===== src/rtl/ahb_cfg_sequencer_if.sv =====
// AHB-Lite proc_* register port shared by the config sequencer (master) and the platform slave.
interface ahb_cfg_sequencer_if;
  localparam int unsigned ADDR_W = 32;
  localparam int unsigned DATA_W = 32;

  logic [ADDR_W-1:0] proc_haddr;
  logic [1:0]        proc_htrans;
  logic              proc_hwrite;
  logic [1:0]        proc_hsize;
  logic [DATA_W-1:0] proc_hwdata;
  logic              proc_hready;
  logic [DATA_W-1:0] proc_hrdata;
  logic [1:0]        proc_hresp;

  modport master (
    output proc_haddr, proc_htrans, proc_hwrite, proc_hsize, proc_hwdata,
    input  proc_hready, proc_hrdata, proc_hresp
  );

  modport slave (
    input  proc_haddr, proc_htrans, proc_hwrite, proc_hsize, proc_hwdata,
    output proc_hready, proc_hrdata, proc_hresp
  );
endinterface


===== src/rtl/ahb_cfg_sequencer.sv =====
// Scripted AHB-Lite master: walks a script ROM of write / read-compare / wait entries,
// issuing one non-pipelined single word transfer at a time on the proc_* port.
module ahb_cfg_sequencer #(
  parameter int unsigned IDX_W = 8,
  parameter int unsigned DLY_W = 16
) (
  input  logic                 clk_80m,
  input  logic                 por_rst_n,
  input  logic                 start,
  output logic                 busy,
  output logic                 done,
  output logic                 error,
  output logic [IDX_W-1:0]     err_idx,
  output logic [7:0]           mismatch_cnt,
  output logic [IDX_W-1:0]     rom_addr,
  input  logic [66+DLY_W-1:0]  rom_rdata,
  ahb_cfg_sequencer_if.master  proc
);

  localparam int unsigned ROM_W  = 66 + DLY_W;
  localparam int unsigned BUS_W  = 32;
  localparam int unsigned CNT_W  = 8;

  localparam logic [1:0] OP_END   = 2'b00;
  localparam logic [1:0] OP_WRITE = 2'b01;
  localparam logic [1:0] OP_READ  = 2'b10;
  localparam logic [1:0] OP_WAIT  = 2'b11;

  localparam logic [1:0] HTRANS_IDLE   = 2'b00;
  localparam logic [1:0] HTRANS_NONSEQ = 2'b10;
  localparam logic [1:0] HRESP_ERROR   = 2'b01;
  localparam logic [1:0] HSIZE_WORD    = 2'b10;

  localparam logic [3:0] S_IDLE   = 4'd0;
  localparam logic [3:0] S_FETCH  = 4'd1;
  localparam logic [3:0] S_DECODE = 4'd2;
  localparam logic [3:0] S_DELAY  = 4'd3;
  localparam logic [3:0] S_ADDR   = 4'd4;
  localparam logic [3:0] S_DATA   = 4'd5;
  localparam logic [3:0] S_NEXT   = 4'd6;
  localparam logic [3:0] S_DONE   = 4'd7;
  localparam logic [3:0] S_ERR    = 4'd8;

  localparam logic [IDX_W-1:0] IDX_LAST = '1;

  logic [3:0]       state_q,   state_d;
  logic [IDX_W-1:0] idx_q,     idx_d;
  logic [1:0]       op_q,      op_d;
  logic [DLY_W-1:0] cnt_q,     cnt_d;
  logic [BUS_W-1:0] addr_q,    addr_d;
  logic [BUS_W-1:0] data_q,    data_d;
  logic             busy_q,    busy_d;
  logic             done_q,    done_d;
  logic             error_q,   error_d;
  logic [IDX_W-1:0] err_idx_q, err_idx_d;
  logic [CNT_W-1:0] mm_cnt_q,  mm_cnt_d;
  logic             mm_seen_q, mm_seen_d;
  logic [BUS_W-1:0] haddr_q,   haddr_d;
  logic [1:0]       htrans_q,  htrans_d;
  logic             hwrite_q,  hwrite_d;
  logic [BUS_W-1:0] hwdata_q,  hwdata_d;
  logic             expire;

  logic [1:0]       rom_op;
  logic [DLY_W-1:0] rom_dly;
  logic [BUS_W-1:0] rom_addr_f;
  logic [BUS_W-1:0] rom_data_f;

  assign rom_op     = rom_rdata[ROM_W-1 -: 2];
  assign rom_dly    = rom_rdata[64 +: DLY_W];
  assign rom_addr_f = rom_rdata[32 +: BUS_W];
  assign rom_data_f = rom_rdata[0 +: BUS_W];

  // Next-state and registered-output logic
  always_comb begin
    state_d   = state_q;
    idx_d     = idx_q;
    op_d      = op_q;
    cnt_d     = cnt_q;
    addr_d    = addr_q;
    data_d    = data_q;
    err_idx_d = err_idx_q;
    mm_cnt_d  = mm_cnt_q;
    mm_seen_d = mm_seen_q;
    haddr_d   = haddr_q;
    hwrite_d  = hwrite_q;
    hwdata_d  = hwdata_q;
    expire    = 1'b0;

    case (state_q)
      S_IDLE, S_DONE, S_ERR: begin
        if (start) begin
          state_d   = S_FETCH;
          idx_d     = '0;
          err_idx_d = '0;
          mm_cnt_d  = '0;
          mm_seen_d = 1'b0;
        end
      end
      S_FETCH: state_d = S_DECODE;
      S_DECODE: begin
        op_d   = rom_op;
        cnt_d  = rom_dly;
        addr_d = rom_addr_f;
        data_d = rom_data_f;
        if (rom_op == OP_END)        state_d = S_DONE;
        else if (rom_dly != '0)      state_d = S_DELAY;
        else                         expire  = 1'b1;
      end
      S_DELAY: begin
        if (cnt_q == DLY_W'(1)) expire = 1'b1;
        else                    cnt_d  = cnt_q - DLY_W'(1);
      end
      S_ADDR: begin
        if (proc.proc_hready) begin
          state_d = S_DATA;
          if (op_q == OP_WRITE) hwdata_d = data_q;
        end
      end
      S_DATA: begin
        if (proc.proc_hresp == HRESP_ERROR) begin
          state_d   = S_ERR;
          err_idx_d = idx_q;
        end else if (proc.proc_hready) begin
          state_d = S_NEXT;
          if ((op_q == OP_READ) && (proc.proc_hrdata != data_q)) begin
            if (mm_cnt_q != '1) mm_cnt_d = mm_cnt_q + CNT_W'(1);
            if (!mm_seen_q) begin
              mm_seen_d = 1'b1;
              err_idx_d = idx_q;
            end
          end
        end
      end
      S_NEXT: begin
        if (idx_q == IDX_LAST) begin
          state_d = S_DONE;
        end else begin
          idx_d   = idx_q + IDX_W'(1);
          state_d = S_FETCH;
        end
      end
      default: state_d = S_IDLE;
    endcase

    // Delay expiry uses this entry's op/addr, whether just decoded or already latched
    if (expire) begin
      if (op_d == OP_WAIT) begin
        state_d = S_NEXT;
      end else begin
        state_d  = S_ADDR;
        haddr_d  = addr_d;
        hwrite_d = (op_d == OP_WRITE);
      end
    end

    busy_d   = (state_d != S_IDLE) && (state_d != S_DONE) && (state_d != S_ERR);
    done_d   = (state_d == S_DONE);
    error_d  = (state_d == S_ERR);
    htrans_d = (state_d == S_ADDR) ? HTRANS_NONSEQ : HTRANS_IDLE;
  end

  always_ff @(posedge clk_80m) begin
    if (!por_rst_n) begin
      state_q   <= S_IDLE;
      idx_q     <= '0;
      op_q      <= OP_END;
      cnt_q     <= '0;
      addr_q    <= '0;
      data_q    <= '0;
      busy_q    <= 1'b0;
      done_q    <= 1'b0;
      error_q   <= 1'b0;
      err_idx_q <= '0;
      mm_cnt_q  <= '0;
      mm_seen_q <= 1'b0;
      haddr_q   <= '0;
      htrans_q  <= HTRANS_IDLE;
      hwrite_q  <= 1'b0;
      hwdata_q  <= '0;
    end else begin
      state_q   <= state_d;
      idx_q     <= idx_d;
      op_q      <= op_d;
      cnt_q     <= cnt_d;
      addr_q    <= addr_d;
      data_q    <= data_d;
      busy_q    <= busy_d;
      done_q    <= done_d;
      error_q   <= error_d;
      err_idx_q <= err_idx_d;
      mm_cnt_q  <= mm_cnt_d;
      mm_seen_q <= mm_seen_d;
      haddr_q   <= haddr_d;
      htrans_q  <= htrans_d;
      hwrite_q  <= hwrite_d;
      hwdata_q  <= hwdata_d;
    end
  end

  assign busy              = busy_q;
  assign done              = done_q;
  assign error             = error_q;
  assign err_idx           = err_idx_q;
  assign mismatch_cnt      = mm_cnt_q;
  assign rom_addr          = idx_q;
  assign proc.proc_haddr   = haddr_q;
  assign proc.proc_htrans  = htrans_q;
  assign proc.proc_hwrite  = hwrite_q;
  assign proc.proc_hsize   = HSIZE_WORD;
  assign proc.proc_hwdata  = hwdata_q;

endmodule


===== src/flat_wrapper.sv =====
// flat-port wrapper written by rule: the top's interface ports become plain ports
module ahb_cfg_sequencer_flat 
#(
  parameter int unsigned IDX_W = 8,
  parameter int unsigned DLY_W = 16
)
  (clk_80m, por_rst_n, start, busy, done, error, err_idx, mismatch_cnt, rom_addr, rom_rdata, proc_proc_haddr, proc_proc_htrans, proc_proc_hwrite, proc_proc_hsize, proc_proc_hwdata, proc_proc_hready, proc_proc_hrdata, proc_proc_hresp);
  ahb_cfg_sequencer_if proc_i ();
  input  logic clk_80m;
  input  logic por_rst_n;
  input  logic start;
  output logic busy;
  output logic done;
  output logic error;
  output logic [IDX_W-1:0] err_idx;
  output logic [7:0] mismatch_cnt;
  output logic [IDX_W-1:0] rom_addr;
  input  logic [66+DLY_W-1:0] rom_rdata;
  output wire logic [$bits(proc_i.proc_haddr)-1:0] proc_proc_haddr;
  output wire logic [$bits(proc_i.proc_htrans)-1:0] proc_proc_htrans;
  output wire logic [$bits(proc_i.proc_hwrite)-1:0] proc_proc_hwrite;
  output wire logic [$bits(proc_i.proc_hsize)-1:0] proc_proc_hsize;
  output wire logic [$bits(proc_i.proc_hwdata)-1:0] proc_proc_hwdata;
  input wire logic [$bits(proc_i.proc_hready)-1:0] proc_proc_hready;
  input wire logic [$bits(proc_i.proc_hrdata)-1:0] proc_proc_hrdata;
  input wire logic [$bits(proc_i.proc_hresp)-1:0] proc_proc_hresp;
  assign proc_proc_haddr = proc_i.proc_haddr;
  assign proc_proc_htrans = proc_i.proc_htrans;
  assign proc_proc_hwrite = proc_i.proc_hwrite;
  assign proc_proc_hsize = proc_i.proc_hsize;
  assign proc_proc_hwdata = proc_i.proc_hwdata;
  assign proc_i.proc_hready = proc_proc_hready;
  assign proc_i.proc_hrdata = proc_proc_hrdata;
  assign proc_i.proc_hresp = proc_proc_hresp;
  ahb_cfg_sequencer #(.IDX_W(IDX_W), .DLY_W(DLY_W)) u_core (.clk_80m(clk_80m), .por_rst_n(por_rst_n), .start(start), .busy(busy), .done(done), .error(error), .err_idx(err_idx), .mismatch_cnt(mismatch_cnt), .rom_addr(rom_addr), .rom_rdata(rom_rdata), .proc(proc_i));
endmodule

===== config.mk =====
export PLATFORM = sky130hd
export DESIGN_NAME = ahb_cfg_sequencer_flat
export DESIGN_NICKNAME = d
export VERILOG_FILES = /design/src/rtl/ahb_cfg_sequencer_if.sv /design/src/rtl/ahb_cfg_sequencer.sv /design/src/flat_wrapper.sv
export SDC_FILE = /design/constraint.sdc
export NUM_CORES = 1
export LEC_CHECK = 0
export BUFFER_PORTS_ARGS = -buffer_cell sky130_fd_sc_hd__buf_2
export CORE_UTILIZATION = 44
export DETAILED_ROUTE_END_ITERATION = 8
export GPL_TIMING_DRIVEN = 0
export PLACE_DENSITY = 0.74
export SLEW_MARGIN = 20
export SYNTH_ARGS = -nofsm -noshare
export SYNTH_HDL_FRONTEND = slang
export SYNTH_SLANG_ARGS = --single-unit

===== constraint.sdc =====
create_clock -name clk_80m -period 1.9 [get_ports clk_80m]
set_input_delay 0.095 -clock clk_80m [delete_from_list [all_inputs] [get_ports clk_80m]]
set_output_delay 0.095 -clock clk_80m [all_outputs]
set_load 0.1 [all_outputs]

==> flow_summary.ini, run 1 <==
[cells_and_area]
layout.nets = 1358
final_common_cell = buf_2
instances_no_fill = 1468
nFillCells = 1316
syn2layout_area_growth_pct = 48.1
final_cell_mix = buf_2 (211), nand2_1 (161), dfxtp_1 (152), nor2_1 (93), a21oi_1 (89)
layout-drive-gt1-share_pct = 35.9
final_area_um2 = 11400

[place]
placed_cell_area_um2 = 9090
portBuffers = 210
placed_cells = 1333
globalplace.congestion = 0.899
place_hpwl_um = 15900

[setup_path]
cp-end-kind = flip-flop
reg2reg_slack_ns = -0.19
cpPeakStageDelay_ns = 0.45
start_kind = flip-flop
path_max_fanout = 7
critical_path.cell_chain = or2_1 > or4_4 > nand4b_4 > a21oi_4 > buf_8 > buf_4 > clkbuf_16 > a211oi_1
critical-path-top-delay-family = simple AND/OR/NAND/NOR gates
critPathKind = flip-flop to flip-flop
r2r-start = u_core.cnt_q[10]
path_buf_inv = 3
rr_endpoint = u_core.proc.proc_haddr[7]
rr_worst_depth = 8
cp.arrival_ns = 2.39
critPathSlowestCell = or4_4
critPathRequiredTime_ns = 2.20

[clock_network]
clk_pin_slew_ns = 0.07
cts_buffers = 17
clk_path_buf_depth = 2
clock_latency_ns = 0.44
htreeDepth = 4
tritoncts = yes
cts.sinks = 180
clockRootBuffer = clkbuf_16

[floorplanning]
ios = 216
start_util_pct = 45.7
die-width_um = 134
coreArea_um2 = 16800
die_y_um = 134
design.die.area_um2 = 18000
row_count = 47

[grt]
grt.total_usage_pct = 26.4
antenna_found_initial = 1
grt_pass1_wl_um = 37200
overflow = 0
grt_pass1_vias = 7450
grt_max_degree = 17

[sta]
fin_crit_sh_pct = 110
slew_viol_final = 0
fin_ws_ns = -0.190
worst_clock_skew_ns = 0.0170
hold_viol = 0
finalCriticalPeriod_ns = 2.09
slew_headroom_pct = 48.5
finalSetupViolCount = 52
max_freq_ghz = 0.478
rsz0062_at_grt = true
worstMarginPinSlew_ns = 0.772

[synthesis]
synth_cells = 902
avgSynthCellArea_um2 = 8.52
async_flop_share_pct = 0
synth_compound_area_share_pct = 16.1
synth_largest_area_cell = dfxtp_1
synthSimpleGateAreaFrac_pct = 21.5
synthAdderAreaFrac_pct = 0.651
synth_seq_cells = 180
synth_area_um2 = 7690
ys.flop_type = dfxtp_1
synth.area.top_cells = dfxtp_1 (47%), nand2_1 (7.9%), a21oi_1 (6.1%), mux2i_1 (5.9%), nor2_1 (5.2%)
synth-edff-count = 0
synth_seq_area_share_pct = 46.9
ys_types = 61
synth_top_family_by_area = simple AND/OR/NAND/NOR gates
synthMuxAreaShare_pct = 5.86
ys_warn_count = 0
synth.top_cell.area_share_pct = 46.9
synth_xor_area_share_pct = 4.79

[hold_path]
hp-start = rom_rdata[79]
hold_path.class = input pin to flip-flop
min_path_cells = 3
hold_end = u_core.cnt_q[15]

[detailed_routing]
vias = 7988
ant_nets = 0
drc_errors = 0
dr.pass1.iters = 6
vias_per_cell = 5.44
wl_per_cell_um = 17.1
drtIter0Drc = 535
routed_wl_um = 25100

[power_and_ir_drop]
power_per_cell_area_nw_per_um2 = 863
leakage_nw = 4.78
ir_worst_vdd_uv = 747

[outcome]
status = finished, violations left
violations = setup timing

[flow_run]
max-cap-violations = 0
[state kept, by name (all words and copies together) (netlist names), 2 cells and up]
name	flops
u_core.addr_q	32
u_core.data_q	32
u_core.proc.proc_haddr	32
u_core.proc.proc_hwdata	32
u_core.cnt_q	16
u_core.err_idx	8
u_core.mismatch_cnt	8
u_core.rom_addr	8
u_core.state_q	4
u_core.op_q	2
[cell type report]
cell class	count	area, µm²	share of cell area, %
inverter	9	33.8	0.297
antenna	1	2.50	0.0220
clock inverter	12	164	1.44
tap	220	275	2.42
timing repair buffer	316	2100	18.4
clock buffer	20	457	4.01
multi-input combinational	651	4290	37.6
buffer	59	412	3.62
sequential	180	3650	32.1
[cells by family (layout without fill, tap and decap cells)]
group                    after synthesis  count (layout)
AND/OR/NAND/NOR                      369             369
AO/OA/AOI/OAI                        187             188
flip-flops                           180             180
buffers and inverters                 73             416
multiplexers                          45              45
XOR/XNOR                              42              42
adder cells (fa/ha/maj)                4               4
other                                  2               4
[how the worst max path moves through the flow]
stage,startpoint,endpoint,slack [ns],depth (start not counted)
after CTS,u_core.cnt_q[10],u_core.proc.proc_haddr[22],-0.24,9
after global routing,u_core.state_q[3],u_core.proc.proc_haddr[7],-0.27,11
after detailed placement,u_core.state_q[0],u_core.data_q[18],-0.70,7
after global placement,u_core.state_q[0],u_core.data_q[18],-0.68,7
final,u_core.cnt_q[10],u_core.proc.proc_haddr[7],-0.19,8
after floorplan,u_core.cnt_q[9],u_core.proc.proc_haddr[13],-0.08,9
[power by group]
part           total (W)  internal (W)  switching [W]  leakage (nW)
Clock            0.00373       0.00217        0.00156         0.308
Combinational    0.00196      0.000866        0.00110          3.00
Sequential       0.00413       0.00395       0.000175          1.47
Total            0.00982       0.00698        0.00284          4.78
[metrics by stage]
stage / setup WS, ns / util, % / total power, W / hold WS (ns) / setup TNS (ns)
4_1_cts: -0.237 / 64.3 / 0.00967 / 0.00654 / -8.52
2_1_floorplan: -0.0810 / - / 0.00522 / 0.231 / -2.05
5_1_grt: -0.269 / 67.7 / 0.0102 / 0.0324 / -11.09
3_5_place_dp: -0.705 / 54.0 / 0.00565 / 0.342 / -68.31
6_report: -0.190 / 67.7 / 0.00982 / 0.0231 / -6.12
3_3_place_gp: -0.684 / 54.0 / 0.00563 / 0.338 / -62.63
[cells in the mapped netlist, drive strengths merged, types with 2 or more instances]
cell and instances:
nor2 106, nand2b 3, a21o 2, o211ai 2
xor2 41, nand3 25, ha 4, dfxtp 180
nand4 9, or4 6, or2 2, clkbuf 43
o221a 4, mux2i 45, o31ai 4, a211oi 35
nor4b 4, nor4bb 2, and3 7, nand3b 2
nor2b 5, o22a 2, conb 2, nand2 162
and2 2, or3 7, o221ai 4, buf 21
inv 9, a22oi 2, a31oi 5, nor4 12
a22o 2, o22ai 2, a21oi 95, o21a 2
nor3 10, o21ai 18
[timing repair]
action                                 4_1_cts  5_1_grt
resized for setup                           80      116
endpoints found under the hold margin       65        0
setup endpoints to repair                  176      168
setup buffers                               22       16
pin swaps                                   29       38
hold buffers                                65        0
gates cloned                                 2        2
[layer usage]
| metal | vias to the layer above | track usage [%] | wire length, µm |
|---|---|---|---|
| met1 | 3808 | 32.6 | 10500 |
| met5 | - | 0 | 0 |
| met3 | 76 | 5.71 | 1430 |
| met2 | 322 | 44.2 | 12200 |
| met4 | 0 | 11.8 | 878 |
| li1 | 3782 | - | - |
[tightest hold or removal path, cell delays in order]
cell and delay (ns):
buf_2 0.10, o221ai_1 0.11, a21oi_1 0.12
(Power assumes the default switching activity.)
==> run 2, diff against run 1 <==
- PLACE_DENSITY: 0.74 -> 0.69
==> run 2 against run 1 <==
- the flow still finishes with violations (setup timing)
- critical endpoint is now u_core.proc.proc_htrans[1]
- critical path depth fell by 2
- die area did not move
- largest cell class unchanged
- cell count decreased by 0.34%
- non-clock buffer count decreased by 5
- sequential power hardly changed
==> flow_summary.ini, run 2 (synthesis results as in run 1) <==
[cells_and_area]
instances_no_fill = 1463
layout.nets = 1353
layout-drive-gt1-share_pct = 35.5
final_common_cell = buf_2
syn2layout_area_growth_pct = 46.6
final_cell_mix = buf_2 (213), nand2_1 (160), dfxtp_1 (151), a21oi_1 (90), nor2_1 (85)
nFillCells = 1402
final_core_util_pct = 67.0

[sta]
worst_clock_skew_ns = 0.0110
slew_headroom_pct = 40.2
worstMarginPinSlew_ns = 0.897
hold_viol = 0
finalCriticalPeriod_ns = 2.10
finalSetupViolCount = 59
fin_ws_ns = -0.201
slew_viol_final = 0
rsz0062_at_grt = true
max_freq_ghz = 0.476
fin_crit_sh_pct = 111
tns_ns = -6.73

[detailed_routing]
drc_errors = 0
ant_nets = 0
routed_wl_um = 24600
vias_per_cell = 5.33
vias = 7792
dr.pass1.iters = 5
drtIter0Drc = 499
wl_per_cell_um = 16.8

[clock_network]
clk_path_buf_depth = 2
clockRootBuffer = clkbuf_16
clk_pin_slew_ns = 0.07
tritoncts = yes
htreeDepth = 4
cts_buffers = 17
cts.sinks = 180
clock_latency_ns = 0.44

[power_and_ir_drop]
p_clk_share_pct = 35.5
leakage_nw = 4.75
totalPowerFinal_w = 0.00943
ir_worst_vdd_uv = 741
p_seq_share_pct = 43.7
p_sw_w = 0.00286
p_int_w = 0.00657
comb_power_share_pct = 20.8
power_per_cell_area_nw_per_um2 = 837
sw_frac_of_total_pct = 30.3

[grt]
grt_pass1_vias = 7326
grt_max_degree = 20
grt.total_usage_pct = 25.6
grt_pass1_wl_um = 36300
antenna_found_initial = 1
overflow = 0

[flow_run]
max-cap-violations = 0

[floorplanning]
design.die.area_um2 = 18000
die-width_um = 134
row_count = 47
start_util_pct = 45.7
die_y_um = 134
coreArea_um2 = 16800
ios = 216

[outcome]
status = finished, violations left
violations = setup timing

[setup_path]
critPathRequiredTime_ns = 2.27
setup.worst_path.start = u_core.state_q[1]
cp-end-kind = flip-flop
cp.arrival_ns = 2.48
critical_path.cell_chain = nor2b_1 > o21ai_0 > o311ai_2 > nor2_1 > nor2_1 > o221a_4
reg2reg_slack_ns = -0.20
r2r-start = u_core.state_q[1]
start_kind = flip-flop
critPathKind = flip-flop to flip-flop
rr_endpoint = u_core.proc.proc_htrans[1]
rr_worst_depth = 6
path_max_fanout = 7
cpPeakStageDelay_ns = 0.46
critPathSlowestCell = o311ai_2
cp_common_cell = nor2_1
cp-endpoint = u_core.proc.proc_htrans[1]

[hold_path]
hold_path.class = input pin to flip-flop

[place]
globalplace.congestion = 0.890
placed_cells = 1333
portBuffers = 210
place_hpwl_um = 15900
[run 2: changes by cell type in the layout (fill, tap and decap cells not counted), sizes merged]
cell / change
bufinv: -3
dlygate4sd3: -1
clkinvlp: +2
clkbuf: -4
clkinv: +1
[run 2: worst min path at each step]
stage | cells after the start | start | endpoint
2_1_floorplan | 2 | rom_rdata[0] | u_core.data_q[0]
3_3_place_gp | 3 | rom_rdata[17] | u_core.data_q[17]
3_5_place_dp | 3 | rom_rdata[5] | u_core.data_q[5]
4_1_cts | 4 | rom_rdata[64] | u_core.cnt_q[0]
5_1_grt | 3 | rom_rdata[81] | u_core.op_q[1]
6_report | 4 | rom_rdata[64] | u_core.cnt_q[0]
[run 2: cell type report]
class | instances | area [µm²] | area share [%]
Inverter | 9 | 33.8 | 0.300
Clock inverter | 12 | 95.1 | 0.844
Buffer | 58 | 414 | 3.67
Sequential cell | 180 | 3660 | 32.4
Antenna cell | 1 | 2.50 | 0.0222
Clock buffer | 20 | 457 | 4.05
Timing Repair Buffer | 312 | 2080 | 18.5
Tap cell | 220 | 275 | 2.44
Multi-Input combinational cell | 651 | 4260 | 37.8
[run 2: worst max-delay path: cells and delay by family, from the launching register on]
kind | cells | cell delay, ns
AO/OA/AOI/OAI | 3 | 0.94
AND/OR/NAND/NOR | 3 | 0.67
flip-flops | 1 | 0.43
[run 2: metrics by stage]
step	worst slack, ns	hold slack (ns)	cell area, µm²
2_1_floorplan	-0.0810	0.231	7760
3_3_place_gp	-0.666	0.340	9090
3_5_place_dp	-0.679	0.342	9090
4_1_cts	-0.235	0.00777	10700
5_1_grt	-0.275	0.00759	11300
6_report	-0.201	0.0135	11300
[run 2: layer usage]
metal  track usage [%]  part of all wire, %
met3              6.50                  5.1
met4              10.9                  3.4
met1              31.9                   43
met5                 0                    0
met2              41.9                   48
[run 2: repair_timing]
action                                  4_1_cts  5_1_grt
gates cloned                                  2        2
buffers inserted                             18       17
resized for setup                            81      125
endpoints found under the hold margin        64        0
hold buffers                                 64        0
pin swaps                                    15       37
endpoints found under the setup margin      177      173
[run 2: power groups by stage]
stage               logic [W]  registers [W]  clock network [W]
floorplan            0.000987        0.00423                  0
global placement      0.00147        0.00417                  0
detailed placement    0.00148        0.00417                  0
CTS                   0.00177        0.00410            0.00340
global route          0.00210        0.00414            0.00353
finish                0.00196        0.00412            0.00335
